File: config.mk
export PLATFORM = sky130hd
export DESIGN_NAME = maxpool2x2_stream
export DESIGN_NICKNAME = d
export VERILOG_FILES = /design/src/rtl/cnn_pkg.sv /design/src/rtl/maxpool_lane.sv /design/src/rtl/maxpool2x2_stream.sv
export SDC_FILE = /design/constraint.sdc
export NUM_CORES = 1
export LEC_CHECK = 0
export ABC_CLOCK_PERIOD_IN_PS = 5490
export CORE_ASPECT_RATIO = 1.5
export CORE_MARGIN = 4
export CORE_UTILIZATION = 60
export DETAILED_ROUTE_END_ITERATION = 8
export PLACE_DENSITY = 0.77
export SYNTH_ARGS = -nofsm -noshare
export SYNTH_HDL_FRONTEND = slang
export SYNTH_SLANG_ARGS = --single-unit
File: constraint.sdc
create_clock -name clk -period 5.49 [get_ports clk]
set_input_delay 1.098 -clock clk [delete_from_list [all_inputs] [get_ports clk]]
set_output_delay 1.098 -clock clk [all_outputs]
set_load 0.02 [all_outputs]
File: src/rtl/cnn_pkg.sv
// Shared datapath types and helpers for the CNN accelerator stages (pooling, conv, fc).
// max2 operates on a wide signed type so lanes of any sample width up to 64 bits can reuse it.
package cnn_pkg;
  localparam int CNN_BITWIDTH = 16;
  localparam int MAX_W        = 64;

  typedef logic signed [CNN_BITWIDTH-1:0] data_t;
  typedef logic signed [MAX_W-1:0]        wide_t;

  function automatic wide_t max2(input wide_t a, input wide_t b);
    return (a > b) ? a : b;
  endfunction
endpackage

File: src/rtl/maxpool_lane.sv
// One channel of the 2x2 max-pool: even-column pair register, half-row line buffer, compare tree.
// MAXPOOL_RELU_EN clamps negative window results to zero without adding latency.
module maxpool_lane
  import cnn_pkg::*;
#(
  parameter int BITWIDTH = 16,
  parameter int WIDTH    = 10,
  parameter int IDX_W    = 3
) (
  input  logic                       clk,
  input  logic                       rst_n,
  input  logic                       beat,
  input  logic                       col_odd,
  input  logic                       row_odd,
  input  logic [IDX_W-1:0]           idx,
  input  logic signed [BITWIDTH-1:0] in_s,
  output logic signed [BITWIDTH-1:0] result
);
  localparam int ENTRIES = WIDTH / 2;

  logic signed [BITWIDTH-1:0] pair_q, pair_d;
  logic signed [BITWIDTH-1:0] line_q [ENTRIES];
  logic signed [BITWIDTH-1:0] pair_max, win_max;
  logic                       lb_we;

  function automatic logic signed [BITWIDTH-1:0] smax(input logic signed [BITWIDTH-1:0] a,
                                                      input logic signed [BITWIDTH-1:0] b);
    return BITWIDTH'(max2(wide_t'(a), wide_t'(b)));
  endfunction

  always_comb begin
    pair_d   = (beat && !col_odd) ? in_s : pair_q;
    lb_we    = beat && col_odd && !row_odd;
    pair_max = smax(pair_q, in_s);
    win_max  = smax(line_q[idx], pair_max);
`ifdef MAXPOOL_RELU_EN
    if (win_max < 0) win_max = '0;
`endif
    result   = win_max;
  end

  always_ff @(posedge clk or negedge rst_n) begin
    if (!rst_n) pair_q <= '0;
    else        pair_q <= pair_d;
  end

  // Each entry is written on an even row before the odd row reads it, so no reset is needed.
  always_ff @(posedge clk) begin
    if (lb_we) line_q[idx] <= pair_max;
  end
endmodule

File: src/rtl/maxpool2x2_stream.sv
// Streaming 2x2 stride-2 signed max-pool with registered valid/ready output and half-row line buffer.
// Optional fused ReLU when MAXPOOL_RELU_EN is defined (implemented in maxpool_lane).
module maxpool2x2_stream
  import cnn_pkg::*;
#(
  parameter int BITWIDTH = 16,
  parameter int CHANNELS = 2,
  parameter int WIDTH    = 10,
  parameter int HEIGHT   = 10
) (
  input  logic                         clk,
  input  logic                         rst_n,
  input  logic                         in_valid,
  output logic                         in_ready,
  input  logic [CHANNELS*BITWIDTH-1:0] in_data,
  output logic                         out_valid,
  input  logic                         out_ready,
  output logic [CHANNELS*BITWIDTH-1:0] out_data,
  output logic                         out_last
);
  localparam int COL_W = $clog2(WIDTH);
  localparam int ROW_W = $clog2(HEIGHT);
  localparam int IDX_W = (WIDTH >= 4) ? $clog2(WIDTH / 2) : 1;

  if ((WIDTH % 2) != 0 || WIDTH < 2) begin : g_bad_width
    $error("maxpool2x2_stream: WIDTH must be even and >= 2");
  end
  if ((HEIGHT % 2) != 0 || HEIGHT < 2) begin : g_bad_height
    $error("maxpool2x2_stream: HEIGHT must be even and >= 2");
  end
  if (CHANNELS < 1) begin : g_bad_channels
    $error("maxpool2x2_stream: CHANNELS must be nonzero");
  end

  logic [COL_W-1:0]             col_q, col_d;
  logic [ROW_W-1:0]             row_q, row_d;
  logic                         out_valid_q, out_valid_d;
  logic                         out_last_q, out_last_d;
  logic [CHANNELS*BITWIDTH-1:0] out_data_q, out_data_d;
  logic [CHANNELS*BITWIDTH-1:0] result;
  logic [IDX_W-1:0]             idx;
  logic                         in_beat, produce, col_last, row_last;

  // A single rule for every beat: accept whenever the output register is free or draining.
  assign in_ready  = !out_valid_q || out_ready;
  assign out_valid = out_valid_q;
  assign out_data  = out_data_q;
  assign out_last  = out_last_q;
  assign idx       = IDX_W'(col_q >> 1);

  for (genvar c = 0; c < CHANNELS; c++) begin : g_lane
    maxpool_lane #(
      .BITWIDTH(BITWIDTH),
      .WIDTH   (WIDTH),
      .IDX_W   (IDX_W)
    ) u_lane (
      .clk    (clk),
      .rst_n  (rst_n),
      .beat   (in_beat),
      .col_odd(col_q[0]),
      .row_odd(row_q[0]),
      .idx    (idx),
      .in_s   (in_data[c*BITWIDTH +: BITWIDTH]),
      .result (result[c*BITWIDTH +: BITWIDTH])
    );
  end

  always_comb begin
    in_beat  = in_valid && in_ready;
    col_last = (col_q == COL_W'(WIDTH - 1));
    row_last = (row_q == ROW_W'(HEIGHT - 1));
    produce  = in_beat && row_q[0] && col_q[0];

    col_d = col_q;
    row_d = row_q;
    if (in_beat) begin
      col_d = col_last ? '0 : col_q + COL_W'(1);
      if (col_last) row_d = row_last ? '0 : row_q + ROW_W'(1);
    end

    // Data and last hold while stalled; a new result may reload in the same cycle as an output beat.
    out_valid_d = out_valid_q;
    out_data_d  = out_data_q;
    out_last_d  = out_last_q;
    if (produce) begin
      out_valid_d = 1'b1;
      out_data_d  = result;
      out_last_d  = row_last && col_last;
    end else if (out_ready) begin
      out_valid_d = 1'b0;
    end
  end

  always_ff @(posedge clk or negedge rst_n) begin
    if (!rst_n) begin
      col_q       <= '0;
      row_q       <= '0;
      out_valid_q <= 1'b0;
      out_last_q  <= 1'b0;
      out_data_q  <= '0;
    end else begin
      col_q       <= col_d;
      row_q       <= row_d;
      out_valid_q <= out_valid_d;
      out_last_q  <= out_last_d;
      out_data_q  <= out_data_d;
    end
  end
endmodule
==> impl_results.md <==
- Status: finished, final reports clean
- Complex-gate fraction of the synthesized area: 0.1467
- Area growth, synth to finish: 18.61%
- Syn_nets: 1061
- Clk pin slew, worst setup/hold paths: 60 ps
- GRT Residual Overflow: 0
- Fin util: 0.7267
- Final Max Tran Viols: 0
- Core Box Area: 0.01855 mm2
- Drt total wl: 28430 um
- Worst setup margin: 275.5 ps
- Met1 Routed Length: 10630 um
- Synth top area cells: edfxtp_1 (42%), dfrtp_1 (16%), ha_1 (7.0%)
- Max-cap violations: 0
- Setup TNS: 0 ps
- Top-area cell type share of the netlist area: 0.4228
- Placer congestion estimate: 0.9148
- Yosys top cell by area: edfxtp_1
- Met2 Wirelength: 15000 um
- Worst Path Max Fanout: 15
- Clock root cell: clkbuf_16
- H-tree levels: 1
- Worst Skew: 22.14 ps
- Antenna violations before repair: 0
- Number of enable flip-flop cells after synthesis: 160
- Final #Nets: 1164
- Crit start category: input pin
- DRT iter0 DRCs: 742
- Yosys cell types: 59
- Top FF cell, synth: edfxtp_1
- Leak pwr: 5.480 nW
- Multiplexer area fraction after synthesis: 0.04658
- Register area: 0.006659 mm2
- Tot Pwr: 8.469 mW
- RSZ-0062 raised after global routing: false
- Post-synthesis simple-gate area fraction: 0.1044
- I/O Pins: 71
- Initial Utilization: 0.6127
- Metal3 WL: 1302 um
- PortBufs: 70
- Min-delay worst type: reg2reg
- Worst EP required: 5860 ps
- Dpl cells: 1290
- CTS tree: done
- Post-route ant nets: 0
- Final Instance Area: 0.01348 mm2
- Post-CTS Setup Bufs: 0
- Post-synthesis adder-cell area fraction: 0.07047
- CP endpoint kind: flop
- DR WL/cell: 21.31 um
- Fraction of layout cells with a size suffix above 1: 0.1275
- Pin count of the biggest net entering global routing: 75
- Horiz. Die Dim: 120.4 um
- Antenna Cells: 0
- Slew @ Worst Pin: 1141 ps
- Max Used Layer: met4
- Final setup violation count: 0
- Hold Fails Final Rpt: 0
- Vias/cell: 6.139
- CP Class: in2reg
- Synthesized area per cell: 11.82 um2
- Synthesized flop and latch total: 234
- Normalized max-slew margin: 0.2378
- Post-DP Area: 0.01267 mm2
- Register area share after synthesis: 0.5858
- Post-synth ARST share: 0.3162
- Ys Warns: 0
- Commonest non-fill, non-tap cell in the layout: edfxtp_1
- Max Buffers Root-to-Sink: 3
- # fillers: 1307
- Post_cts resized: 0
- Clk sinks: 234
- Min Tclk post-route: 5214 ps
- Hold WS: 491.5 ps
- Cells after Synth: 961
- Inserted Clock Buffers: 24
- Synth Area in XOR/XNOR: 0.002312
- Residual DRC: 0
- Pwr Density: 628.4 mW/mm2
- Max Fclk: 191.8 MHz
- Placement Setup Slack: -174.1 ps
- Skew-Pair Late Insertion Delay: 540 ps
- Hold_buf cts: 0
- Worst VDD drop: 418.8 uV
- Die height: 176.6 um
- Standard-cell rows: 61
- Post-Layout Cell Count: 1334
- Routed via count: 8190
- Largest family of logic cells by synthesized area: compound AO/OA/AOI/OAI gates
- Crit path arrival time: 5590 ps
- Detailed placement HPWL: 19430 um
- GRT Total Usage: 0.2709
- Fin crit share: 0.9498
- Synth Cell Area: 0.01136 mm2
- Multi-input logic area: 0.004238 mm2
- Worst R2R Setup Slack: 1000 ps
- First-pass GRT wire length: 44600 um
- Die area: 0.02125 mm2
- Vias in the first global route: 8301
- Initial DRT Pass Iterations: 5
- Commonest cells after routing, fill and taps aside: edfxtp_1 (160), dfrtp_1 (72), o21ai_0 (71), nand2_1 (69), clkdlybuf4s50_1 (69)
-- path summary, 6_finish.rpt --
check                                            start  cells after the start                         end
max                                        in_data[31]                     15                out_data[25]
min reg2reg                               out_data[28]                      2                out_data[28]
max reg2reg                g_lane[1].u_lane.pair_q[15]                     13                out_data[25]
min                                       out_data[28]                      2                out_data[28]
min in group asynchronous                        rst_n                      1  g_lane[1].u_lane.pair_q[8]
max in group asynchronous                        rst_n                      1                    col_q[3]
-- power by group --
part / internal [mW] / switching [mW] / leakage, nW / total (mW)
logic: 1.60 / 2.43 / 2.71 / 4.03
clock network: 0.941 / 0.693 / 0.394 / 1.63
registers: 2.52 / 0.286 / 2.38 / 2.81
-- cell usage after synthesis (7+ instances only) --
| cell type | number |
|---|---|
| edfxtp_1 | 160 |
| dfrtp_1 | 74 |
| o21ai_0 | 71 |
| nand2_1 | 69 |
| ha_1 | 64 |
| inv_1 | 55 |
| a21oi_1 | 53 |
| nor2_1 | 51 |
| mux2i_1 | 45 |
| clkbuf_1 | 41 |
| a22oi_1 | 31 |
| nand4_1 | 27 |
| and2_1 | 25 |
| a221o_1 | 17 |
| o211ai_1 | 17 |
| inv_2 | 15 |
| or4_1 | 11 |
| o311a_1 | 10 |
| o32ai_1 | 10 |
| a21o_1 | 8 |
| nand3_1 | 8 |
| nor4_1 | 8 |
| buf_1 | 7 |
-- kinds of logic after synthesis --
logic type | Yosys count
xor+xnor | 3
compound gates | 248
simple gates | 235
fa+ha+maj | 64
flops | 234
mux | 51
buf+inv | 126
-- layer usage --
metal | vias up | GRT usage
met5 | - | 0
met4 | 0 | 0.1323
met3 | 79 | 0.03462
met2 | 301 | 0.4868
met1 | 3985 | 0.3183
li1 | 3825 | -
-- critical path: stages --
cell and delay (ps):
clkdlybuf4s50_1 490, inv_1 60, ha_1 320, nand4_1 160, or4_1 580, a21o_1 200, a31oi_4 350, mux2i_1 390
ha_1 320, a211oi_1 320, o211ai_1 150, a21oi_1 200, o31a_1 230, a21o_1 520, o211ai_1 190
-- final cells by class --
cell class / count / area share
clock buffers: 29 / 0.04744
clock inverters: 15 / 0.01244
inverters: 70 / 0.01950
multi-input cells: 601 / 0.3144
flip-flops and latches: 234 / 0.4941
well taps: 252 / 0.02339
repair buffers: 133 / 0.08875
-- sequential cells by signal, indices dropped and copies added, names as in the netlist --
signal                flops
out_last                  1
col_q                     4
row_q                     4
out_valid                 1
out_data                 32
g_lane.u_lane.pair_q     32
g_lane.u_lane.line_q    160
(Power assumes the default switching activity.)
